==> src/rtl/bitbakery_pkg.sv <==
// Shared definitions for the game-session controller: state codes, game ids,
// score ceiling and a saturating accumulator helper.
package bitbakery_pkg;

  typedef enum logic [2:0] {
    S_IDLE  = 3'd0,
    S_START = 3'd1,
    S_RUN   = 3'd2,
    S_SCORE = 3'd3,
    S_NEXT  = 3'd4,
    S_DONE  = 3'd5
  } state_e;

  typedef enum logic [1:0] {
    GAME_MEMORIA = 2'd0,
    GAME_CAKE    = 2'd1,
    GAME_CLOTHES = 2'd2,
    GAME_INVALID = 2'd3
  } game_e;

  localparam int unsigned TOTAL_MAX              = 511;
  localparam int unsigned TIMEOUT_CYCLES_DEFAULT = 1000000;

  // Session total clamps at TOTAL_MAX instead of wrapping.
  function automatic logic [8:0] sat_add(input logic [8:0] total, input logic [6:0] score);
    logic [9:0] sum;
    sum = {1'b0, total} + {3'b000, score};
    return (sum > 10'(TOTAL_MAX)) ? 9'(TOTAL_MAX) : sum[8:0];
  endfunction

endpackage

==> src/rtl/session_scheduler_if.sv <==
// Control/score bundle between the session scheduler and its environment.
interface session_scheduler_if;

  logic       iniciar;
  logic       abortar;
  logic       modo;
  logic       dificuldade;
  logic [1:0] minigame;
  logic       pronto_in;
  logic [6:0] pontuacao_in;

  logic       jogar;
  logic [1:0] game_sel;
  logic       dificuldade_out;
  logic [8:0] total;
  logic [6:0] recorde_out;
  logic       timeout;
  logic       fim;
  logic [2:0] estado_out;

  modport master (
    output iniciar, abortar, modo, dificuldade, minigame, pronto_in, pontuacao_in,
    input  jogar, game_sel, dificuldade_out, total, recorde_out, timeout, fim, estado_out
  );

  modport slave (
    input  iniciar, abortar, modo, dificuldade, minigame, pronto_in, pontuacao_in,
    output jogar, game_sel, dificuldade_out, total, recorde_out, timeout, fim, estado_out
  );

endinterface

==> src/rtl/contador_timeout.sv <==
// RUN-state cycle counter; terminal_o flags the last allowed cycle of a game.
module contador_timeout #(
  parameter int unsigned MAX_COUNT = 1000000
) (
  input  logic clock,
  input  logic reset,
  input  logic clear_i,
  input  logic enable_i,
  output logic terminal_o
);

  localparam int unsigned W = (MAX_COUNT > 1) ? $clog2(MAX_COUNT) : 1;
  localparam logic [W-1:0] LAST = W'(MAX_COUNT - 1);

  logic [W-1:0] count_q;

  // NOTE: clocked state uses non-blocking assignments so every flop samples pre-edge values.
  always_ff @(posedge clock or posedge reset) begin
    if (reset)         count_q <= '0;
    else if (clear_i)  count_q <= '0;
    else if (enable_i) count_q <= count_q + W'(1);
  end

  assign terminal_o = (count_q == LAST);

endmodule

==> src/rtl/session_scheduler.sv <==
// Sequences single or marathon game sessions, accumulating a saturating total
// and per-game best scores; abort and timeout end a game without scoring it.
module session_scheduler
  import bitbakery_pkg::*;
#(
  parameter int unsigned TIMEOUT_CYCLES = TIMEOUT_CYCLES_DEFAULT
) (
  input  logic                clock,
  input  logic                reset,
  session_scheduler_if.slave  ss
);

  state_e     state_q, state_d;
  logic [1:0] game_sel_q, game_sel_d;
  logic       modo_q, modo_d;
  logic       dif_q, dif_d;
  logic       timeout_q, timeout_d;
  logic [8:0] total_q, total_d;
  logic [6:0] rec_q [4];
  logic [6:0] rec_d [4];
  logic       cnt_clear, cnt_en, cnt_last, start_ok;

  contador_timeout #(.MAX_COUNT(TIMEOUT_CYCLES)) u_contador (
    .clock      (clock),
    .reset      (reset),
    .clear_i    (cnt_clear),
    .enable_i   (cnt_en),
    .terminal_o (cnt_last)
  );

  assign start_ok = ss.iniciar && (ss.modo || (ss.minigame != GAME_INVALID));

  always_comb begin
    // NOTE: every combinational output gets a default first so no path infers a latch.
    state_d    = state_q;
    game_sel_d = game_sel_q;
    modo_d     = modo_q;
    dif_d      = dif_q;
    timeout_d  = timeout_q;
    total_d    = total_q;
    rec_d      = rec_q;
    cnt_clear  = 1'b0;
    cnt_en     = 1'b0;

    if (ss.abortar && (state_q != S_IDLE)) begin
      state_d = S_IDLE;
      total_d = '0;
    end else begin
      unique case (state_q)
        S_IDLE, S_DONE: begin
          if (start_ok) begin
            modo_d     = ss.modo;
            dif_d      = ss.dificuldade;
            game_sel_d = ss.modo ? GAME_MEMORIA : ss.minigame;
            total_d    = '0;
            timeout_d  = 1'b0;
            state_d    = S_START;
          end
        end
        S_START: begin
          cnt_clear = 1'b1;
          state_d   = S_RUN;
        end
        S_RUN: begin
          // A finished game beats an expiry landing in the same cycle.
          if (ss.pronto_in) begin
            timeout_d = 1'b0;
            state_d   = S_SCORE;
          end else if (cnt_last) begin
            timeout_d = 1'b1;
            state_d   = S_SCORE;
          end else begin
            cnt_en = 1'b1;
          end
        end
        S_SCORE: begin
          if (!timeout_q) begin
            total_d = sat_add(total_q, ss.pontuacao_in);
            if (ss.pontuacao_in > rec_q[game_sel_q]) rec_d[game_sel_q] = ss.pontuacao_in;
          end
          state_d = (modo_q && (game_sel_q < 2'd2)) ? S_NEXT : S_DONE;
        end
        S_NEXT: begin
          game_sel_d = game_sel_q + 2'd1;
          state_d    = S_START;
        end
        default: state_d = S_IDLE;
      endcase
    end
  end

  always_ff @(posedge clock or posedge reset) begin
    if (reset) begin
      state_q    <= S_IDLE;
      game_sel_q <= '0;
      modo_q     <= 1'b0;
      dif_q      <= 1'b0;
      timeout_q  <= 1'b0;
      total_q    <= '0;
      // NOTE: the record table is a handful of flops, so it is cleared by reset like any register.
      for (int i = 0; i < 4; i++) rec_q[i] <= '0;
    end else begin
      state_q    <= state_d;
      game_sel_q <= game_sel_d;
      modo_q     <= modo_d;
      dif_q      <= dif_d;
      timeout_q  <= timeout_d;
      total_q    <= total_d;
      rec_q      <= rec_d;
    end
  end

  assign ss.jogar           = (state_q == S_START);
  assign ss.fim             = (state_q == S_DONE);
  assign ss.estado_out      = state_q;
  assign ss.game_sel        = game_sel_q;
  assign ss.dificuldade_out = dif_q;
  assign ss.total           = total_q;
  assign ss.timeout         = timeout_q;
  assign ss.recorde_out     = rec_q[game_sel_q];

endmodule

==> src/flat_wrapper.sv <==
// flat-port wrapper written by rule: the top's interface ports become plain ports
module session_scheduler_flat import bitbakery_pkg::*;
#(
  parameter int unsigned TIMEOUT_CYCLES = TIMEOUT_CYCLES_DEFAULT
)
  (clock, reset, ss_iniciar, ss_abortar, ss_modo, ss_dificuldade, ss_minigame, ss_pronto_in, ss_pontuacao_in, ss_jogar, ss_game_sel, ss_dificuldade_out, ss_total, ss_recorde_out, ss_timeout, ss_fim, ss_estado_out);
  session_scheduler_if ss_i ();
  input  logic clock;
  input  logic reset;
  input wire logic [$bits(ss_i.iniciar)-1:0] ss_iniciar;
  input wire logic [$bits(ss_i.abortar)-1:0] ss_abortar;
  input wire logic [$bits(ss_i.modo)-1:0] ss_modo;
  input wire logic [$bits(ss_i.dificuldade)-1:0] ss_dificuldade;
  input wire logic [$bits(ss_i.minigame)-1:0] ss_minigame;
  input wire logic [$bits(ss_i.pronto_in)-1:0] ss_pronto_in;
  input wire logic [$bits(ss_i.pontuacao_in)-1:0] ss_pontuacao_in;
  output wire logic [$bits(ss_i.jogar)-1:0] ss_jogar;
  output wire logic [$bits(ss_i.game_sel)-1:0] ss_game_sel;
  output wire logic [$bits(ss_i.dificuldade_out)-1:0] ss_dificuldade_out;
  output wire logic [$bits(ss_i.total)-1:0] ss_total;
  output wire logic [$bits(ss_i.recorde_out)-1:0] ss_recorde_out;
  output wire logic [$bits(ss_i.timeout)-1:0] ss_timeout;
  output wire logic [$bits(ss_i.fim)-1:0] ss_fim;
  output wire logic [$bits(ss_i.estado_out)-1:0] ss_estado_out;
  assign ss_i.iniciar = ss_iniciar;
  assign ss_i.abortar = ss_abortar;
  assign ss_i.modo = ss_modo;
  assign ss_i.dificuldade = ss_dificuldade;
  assign ss_i.minigame = ss_minigame;
  assign ss_i.pronto_in = ss_pronto_in;
  assign ss_i.pontuacao_in = ss_pontuacao_in;
  assign ss_jogar = ss_i.jogar;
  assign ss_game_sel = ss_i.game_sel;
  assign ss_dificuldade_out = ss_i.dificuldade_out;
  assign ss_total = ss_i.total;
  assign ss_recorde_out = ss_i.recorde_out;
  assign ss_timeout = ss_i.timeout;
  assign ss_fim = ss_i.fim;
  assign ss_estado_out = ss_i.estado_out;
  session_scheduler #(.TIMEOUT_CYCLES(TIMEOUT_CYCLES)) u_core (.clock(clock), .reset(reset), .ss(ss_i));
endmodule
==> config.mk <==
export PLATFORM = sky130hd
export DESIGN_NAME = session_scheduler_flat
export DESIGN_NICKNAME = d
export VERILOG_FILES = /design/src/rtl/bitbakery_pkg.sv /design/src/rtl/session_scheduler_if.sv /design/src/rtl/contador_timeout.sv /design/src/rtl/session_scheduler.sv /design/src/flat_wrapper.sv
export SDC_FILE = /design/constraint.sdc
export NUM_CORES = 1
export LEC_CHECK = 0
export ABC_CLOCK_PERIOD_IN_PS = 2800
export CAP_MARGIN = 15
export CORE_UTILIZATION = 33
export CTS_BUF_LIST = sky130_fd_sc_hd__clkbuf_8
export DETAILED_ROUTE_END_ITERATION = 10
export SLEW_MARGIN = 10
export SYNTH_ARGS = -nofsm -noshare
export SYNTH_HDL_FRONTEND = slang
export SYNTH_SLANG_ARGS = --single-unit
export TNS_END_PERCENT = 10
==> constraint.sdc <==
create_clock -name clock -period 2.8 [get_ports clock]
set_input_delay 0.56 -clock clock [delete_from_list [all_inputs] [get_ports clock]]
set_output_delay 0.56 -clock clock [all_outputs]
set_load 0.005 [all_outputs]
* Word-level counts from Yosys, hierarchy flattened
Index checks and enable logic that the tools add are counted.
** Storage, ports and cells
- Register bits after elaboration :: 65
- Input port bits :: 16
- Output and inout port bits :: 25
** Operators by class
- Add/subtract/negate cells :: 3
- Order comparisons :: 5
- Equality and inequality tests :: 12
- Multiplexer cells :: 32
- Bitwise gates (word level) :: 3
- Reductions and logical operators :: 18
** Operator list (number)
- two-way mux 20 bit :: 2
- two-way mux 9 bit :: 4
- bitwise mux 28 bit :: 1
- two-way mux 7 bit :: 3
- adder 20 x 1 -> 20 bit (second input constant) :: 1
- == test 20 bit (second input constant) :: 1
- one-hot mux 9 bit (2 select lines) :: 1
- one-hot mux 3 bit (5 select lines) :: 1
- binary-select mux 7 bit (select 2 bit) :: 1
- demux 7 bit (select 2 bit) :: 1
- two-way mux 3 bit :: 4
- adder 9 x 7 -> 10 bit :: 1
- > comparator 10 x 9 -> 1 bit (second input constant) :: 1
- two-way mux 1 bit :: 10
- AND reduction 3 bit :: 3
- AND reduction 4 bit :: 2
- > comparator 7 bit :: 1
- == test 3 x 2 -> 1 bit (second input constant) :: 2
- == test 3 bit (second input constant) :: 2
- nonzero test 2 bit :: 3
- nonzero test 3 bit :: 2
- logical AND 1 bit :: 4
- two-way mux 2 bit :: 2
- != test 4 x 2 -> 1 bit (second input constant) :: 1
- 18 further kinds :: 19

* Depth between registers and ports, before layout
- Depth in word-level cells :: 7
- Depth in mapped cells :: 9
- Mapped depth without buffers :: 8

* Hierarchy
From an unflattened synthesis, not the netlist that was laid out.
** Unflattened totals
- Cell total of the unflattened synthesis :: 356
- Area, all modules :: 3892.5 sq um
** Modules (own cells, without submodules)
- session_scheduler :: times used 1, cells each 243, area each 2836.5 sq um
- contador_timeout :: times used 1, cells each 113, area each 1056.0 sq um

* Least setup slack after synthesis
No wires, ideal clock.
- Path kind :: register to register
- Start point :: reg u_core.game_sel_q[0] (netlist: u_core.ss.game_sel[0])
- End point :: reg u_core.rec_q[0] in the netlist's numbering
- Setup time :: 125 ps
- Data arrival time :: 2909 ps
- Path slack :: -234 ps
- Stages on the path, launching flop included :: 10
- Path buffers :: 1
- Path through :: dfrtp_1 > clkbuf_1 > mux4_2 > inv_1 > ha_1 > nor2b_1 > o21ai_0 > a21oi_1 > o211ai_1 > mux2_2
** Between the ends
- Longest elaborated chain between the ends :: 6
- Elaborated cells between the ends (all ways) :: 12
- Classes of those cells :: 3 x order compare; 6 x mux; 1 x bitwise; 2 x reduce/logical
** Ends and longest elaborated chain
- start, declared :: line session_scheduler.sv:14 : logic [1:0] game_sel_q, game_sel_d;
- start signal, assigned :: line session_scheduler.sv:104 : game_sel_q <= game_sel_d;
- inverter 2 -> 3 bit
- binary-select mux 7 bit (select 2 bit)
- two-way mux 7 bit (2 in a row)
- named net ss_recorde_out[1] :: line flat_wrapper.sv:21 : output wire logic [$bits(ss_i.recorde_out)-1:0] ss_recorde_out;
- > comparator 7 bit :: line session_scheduler.sv:79 : if (ss.pontuacao_in > rec_q[game_sel_q]) rec_d[game_sel_q] = ss.pontuacao_in;
- AND reduction 4 bit (no line)
- end signal, assigned :: line session_scheduler.sv:109 : rec_q <= rec_d;
- end, declared :: line session_scheduler.sv:19 : logic [6:0] rec_q [4];
The timed path passes the listed nets, and every way through them passes these cells. The select of a mux whose other input is x is not followed.
A chain may end at the register's enable or synchronous reset.

* Final worst setup path
- Start point :: reg u_core.game_sel_q[0] (netlist: u_core.ss.game_sel[0])
- End point :: reg u_core.rec_q[17] in the netlist's numbering
** Between the ends
- Longest elaborated chain between the ends :: 6
- Elaborated cells between the ends (all ways) :: 12
- Classes of those cells :: 3 x order compare; 6 x mux; 1 x bitwise; 2 x reduce/logical
** Ends and longest elaborated chain (line)
- inverter 2 -> 3 bit (not written as such) * :: session_scheduler.sv:79
- binary-select mux 7 bit (select 2 bit), or another cell as far along :: session_scheduler.sv:79
- two-way mux 7 bit (not written as such) or logical AND 1 bit (tied branches) :: session_scheduler.sv:79
- two-way mux 7 bit (not written as such) :: session_scheduler.sv:79
- > comparator 7 bit or demux 7 bit (select 2 bit) (tied branches) :: session_scheduler.sv:79
- AND reduction 4 bit (no line) or bitwise mux 28 bit (tied branches)
Every way passes the cells marked *; elsewhere a longest branch is shown, timed or not. The select of a mux whose other input is x is not followed.

==> summary.md <==
| Metric | Value |
|---|---|
| Status | `finished, final reports clean` |
| LEAKAGE | `2.09 nW` |
| Tightest Pin Transition | `0.801 ns` |
| Synth top area share | `43.3%` |
| # DRC | `0` |
| Max clock buf depth | `2` |
| Initial Util | `34.2%` |
| Chip Height | `109 µm` |
| CP delay by family, top | `multiplexers` |
| # rows | `38` |
| Starting DRT DRC Count | `161` |
| Largest net degree at the start of global routing | `41` |
| CTS sink cnt | `65` |
| Area grow syn2layout | `24.8%` |
| Hold/Removal Path Class | `reg2reg` |
| Critical path depth | `9` |
| Die W | `109 µm` |
| Critical Path AT | `2.90 ns` |
| Top-count cell post-synth | `dfrtp_1` |
| Setup crit end kind | `flip-flop` |
| Max-slew headroom | `46.3%` |
| Maximum clock frequency | `376 MHz` |
| Io pins | `41` |
| Cell Chain, Critical Path | `mux4_2, inv_1, ha_1, nor2b_1, o21ai_0, a21oi_2, o211ai_1, buf_4, mux2_2` |
| Worst skew pair latency | `0.36 ns` |
| Post-DP HPWL | `6660 µm` |
| Netlist Area Pre-Place | `3750 µm²` |
| Non-filler cells, final | `575` |
| Distinct cells, synth | `53` |
| All-Layer GR Usage | `16.4%` |
| CTS buffer count | `9` |
| First-pass GRT wire length | `14,900 µm` |
| Largest area contributor in the netlist | `dfrtp_1` |
| # fillers | `1,083` |
| Crit path to | `u_core.rec_q[17]$_DFFE_PP0P_` |
| Post-DR wirelength/cell | `15.4 µm` |
| Post-Syn Nets | `397` |
| Slowest cell delay on critical path | `0.55 ns` |
| Gr ovfl total | `0` |
| Placement Cell Area | `4500 µm²` |
| Post-route minimum period | `2.66 ns` |
| Layout cells sized above 1 | `21.1%` |
| WP buf/inv | `2` |
| Port Buffers | `40` |
| Final ANT Viol Nets | `0` |
| Top cells by count, synth | `dfrtp_1, nor2_1, mux2_2` |
| Synth top area cells | `dfrtp_1, mux2_2, ha_1` |
| Slew Limit Fails | `0` |
| Crit path kind | `reg2reg` |
| Reg2Reg Depth | `9` |
| CTS root buf | `clkbuf_8` |
| Initial antenna violation count | `0` |
| Final period util | `95.1%` |
| CTS HTree Levels | `3` |
| Drt total wl | `8860 µm` |
| Post-synth EDFFs | `0` |
| Vias in the first global route | `2,970` |
| Main flop type after synthesis | `dfrtp_1` |
| Worst EP required | `3.04 ns` |
| Pwr dens | `755 nW/µm²` |
| Final hold violations | `0` |
| Number of diodes | `0` |
| Design area | `4680 µm²` |
| R2R Setup Slk | `0.14 ns` |
| Fin util | `42.6%` |
| Async set-reset flop share out of synthesis | `100%` |
| Clock tree from TritonCTS | `yes` |
| Clk_skew | `0.0138 ns` |
| Cells after Synth | `361` |
| # Max-Cap Violations | `0` |
| Drt first pass iters | `4` |
| CP Max Fanout | `5` |
| Endpoints failing setup | `0` |
| Nets@finish | `466` |
| Worst vdd ir | `0.457 mV` |
| Reg2reg end | `u_core.rec_q[17]$_DFFE_PP0P_` |
| Ys Warns | `0` |
| Total Die Area | `11,800 µm²` |
| R2r startpoint | `u_core.ss.game_sel[0]$_DFFE_PP0P_` |
| Startpoint Class | `flip-flop` |
| Clock-pin slew on the worst setup and hold paths | `0.08 ns` |
| Slowest cell on crit path | `mux4_2` |
| Yosys reg bits | `65` |
| Core area | `11,000 µm²` |
| Worst Setup SP | `u_core.ss.game_sel[0]$_DFFE_PP0P_` |
| Routed vias/inst | `5.25` |
| Syn avg cell area | `10.4 µm²` |
| Placed Cells | `558` |
| Via Count | `3,017` |
| Register area share after synthesis | `43.3%` |
| Global placement routability congestion | `0.787` |
-- cell usage in the layout, fill, tap and decap left out, types with 4 or more instances in the layout --
cell type,instances
dfrtp_1,64
clkdlybuf4s50_1,40
nor2_1,29
mux2_2,29
buf_4,29
nand2_1,26
inv_1,21
o21ai_0,19
ha_1,19
a21oi_1,15
xor2_1,11
nand3_1,10
o211ai_1,10
clkbuf_8,9
mux4_2,7
nand4_1,6
nor2b_1,6
or3_1,5
nand2b_1,4
o2111ai_1,4
and2_1,4
a211o_1,4
a211oi_1,4
-- worst min path at each step --
| stage | endpoint | depth (start not counted) | startpoint | slack, ns |
|---|---|---|---|---|
| 6_report | u_core.rec_q[26]$_DFFE_PP0P_ | 1 | u_core.rec_q[26]$_DFFE_PP0P_ | 0.51 |
| 5_1_grt | u_core.rec_q[0]$_DFFE_PP0P_ | 1 | u_core.rec_q[0]$_DFFE_PP0P_ | 0.52 |
| 4_1_cts | u_core.rec_q[8]$_DFFE_PP0P_ | 1 | u_core.rec_q[8]$_DFFE_PP0P_ | 0.51 |
| 3_5_place_dp | u_core.rec_q[8]$_DFFE_PP0P_ | 1 | u_core.rec_q[8]$_DFFE_PP0P_ | 0.49 |
| 3_3_place_gp | u_core.rec_q[5]$_DFFE_PP0P_ | 1 | u_core.rec_q[5]$_DFFE_PP0P_ | 0.48 |
| 2_1_floorplan | u_core.u_contador.count_q[9]$_DFFE_PP0P_ | 1 | u_core.u_contador.count_q[9]$_DFFE_PP0P_ | 0.46 |
-- flip-flops by register name (all words and copies together), names as in the netlist --
register                   flops
u_core.ss.total                9
u_core.ss.game_sel             2
u_core.ss.estado_out           3
u_core.rec_q                  28
u_core.ss.timeout              1
u_core.u_contador.count_q     20
u_core.modo_q                  1
u_core.ss.dificuldade_out      1
-- layout make-up --
class	instances	area, µm²	area share [%]
clock inverters	7	46.3	0.989
well taps	140	175	3.74
clock buffers	9	124	2.64
repair buffers	70	638	13.6
flip-flops and latches	65	1630	34.8
multi-input cells	262	1990	42.5
inverters	22	82.6	1.76
-- metal layers --
layer	GRT usage, %	wire, µm
met1	19.7	3950
met2	28.3	4530
met3	5.02	272
met4	4.73	113
met5	0	0
-- report_power, final --
group	leakage [nW]	switching, mW	total [mW]	internal [mW]
Clock	0.0814	0.380	0.698	0.318
Sequential	0.878	0.187	1.35	1.17
Combinational	1.13	0.677	1.49	0.810
-- metrics by stage --
step	worst slack, ns	hold slack, ns	power [mW]	TNS [ns]
2_1_floorplan	0.0353	0.463	2.22	0
4_1_cts	0.0323	0.507	3.57	0
3_3_place_gp	-0.0324	0.485	2.82	-0.0730
6_report	0.137	0.507	3.54	0
3_5_place_dp	-0.0438	0.490	2.85	-0.0695
5_1_grt	-0.000250	0.525	3.81	-0.000250
-- kinds of logic after synthesis --
group / Yosys count / synth area share (%)
flops: 65 / 43.3
simple gates: 110 / 15.2
fa+ha+maj: 20 / 6.87
buf+inv: 34 / 3.83
compound gates: 80 / 14.1
mux: 39 / 13.7
xor+xnor: 13 / 3.03
-- what timing repair did --
| item | 4_1_cts | 5_1_grt |
|---|---|---|
| gates resized for setup | 0 | 3 |
| endpoints found under the setup margin | 0 | 28 |
| hold buffers | 0 | 0 |
| hold endpoints to repair | 0 | 0 |
| buffers inserted | 0 | 1 |
(Power assumes the default switching activity.)
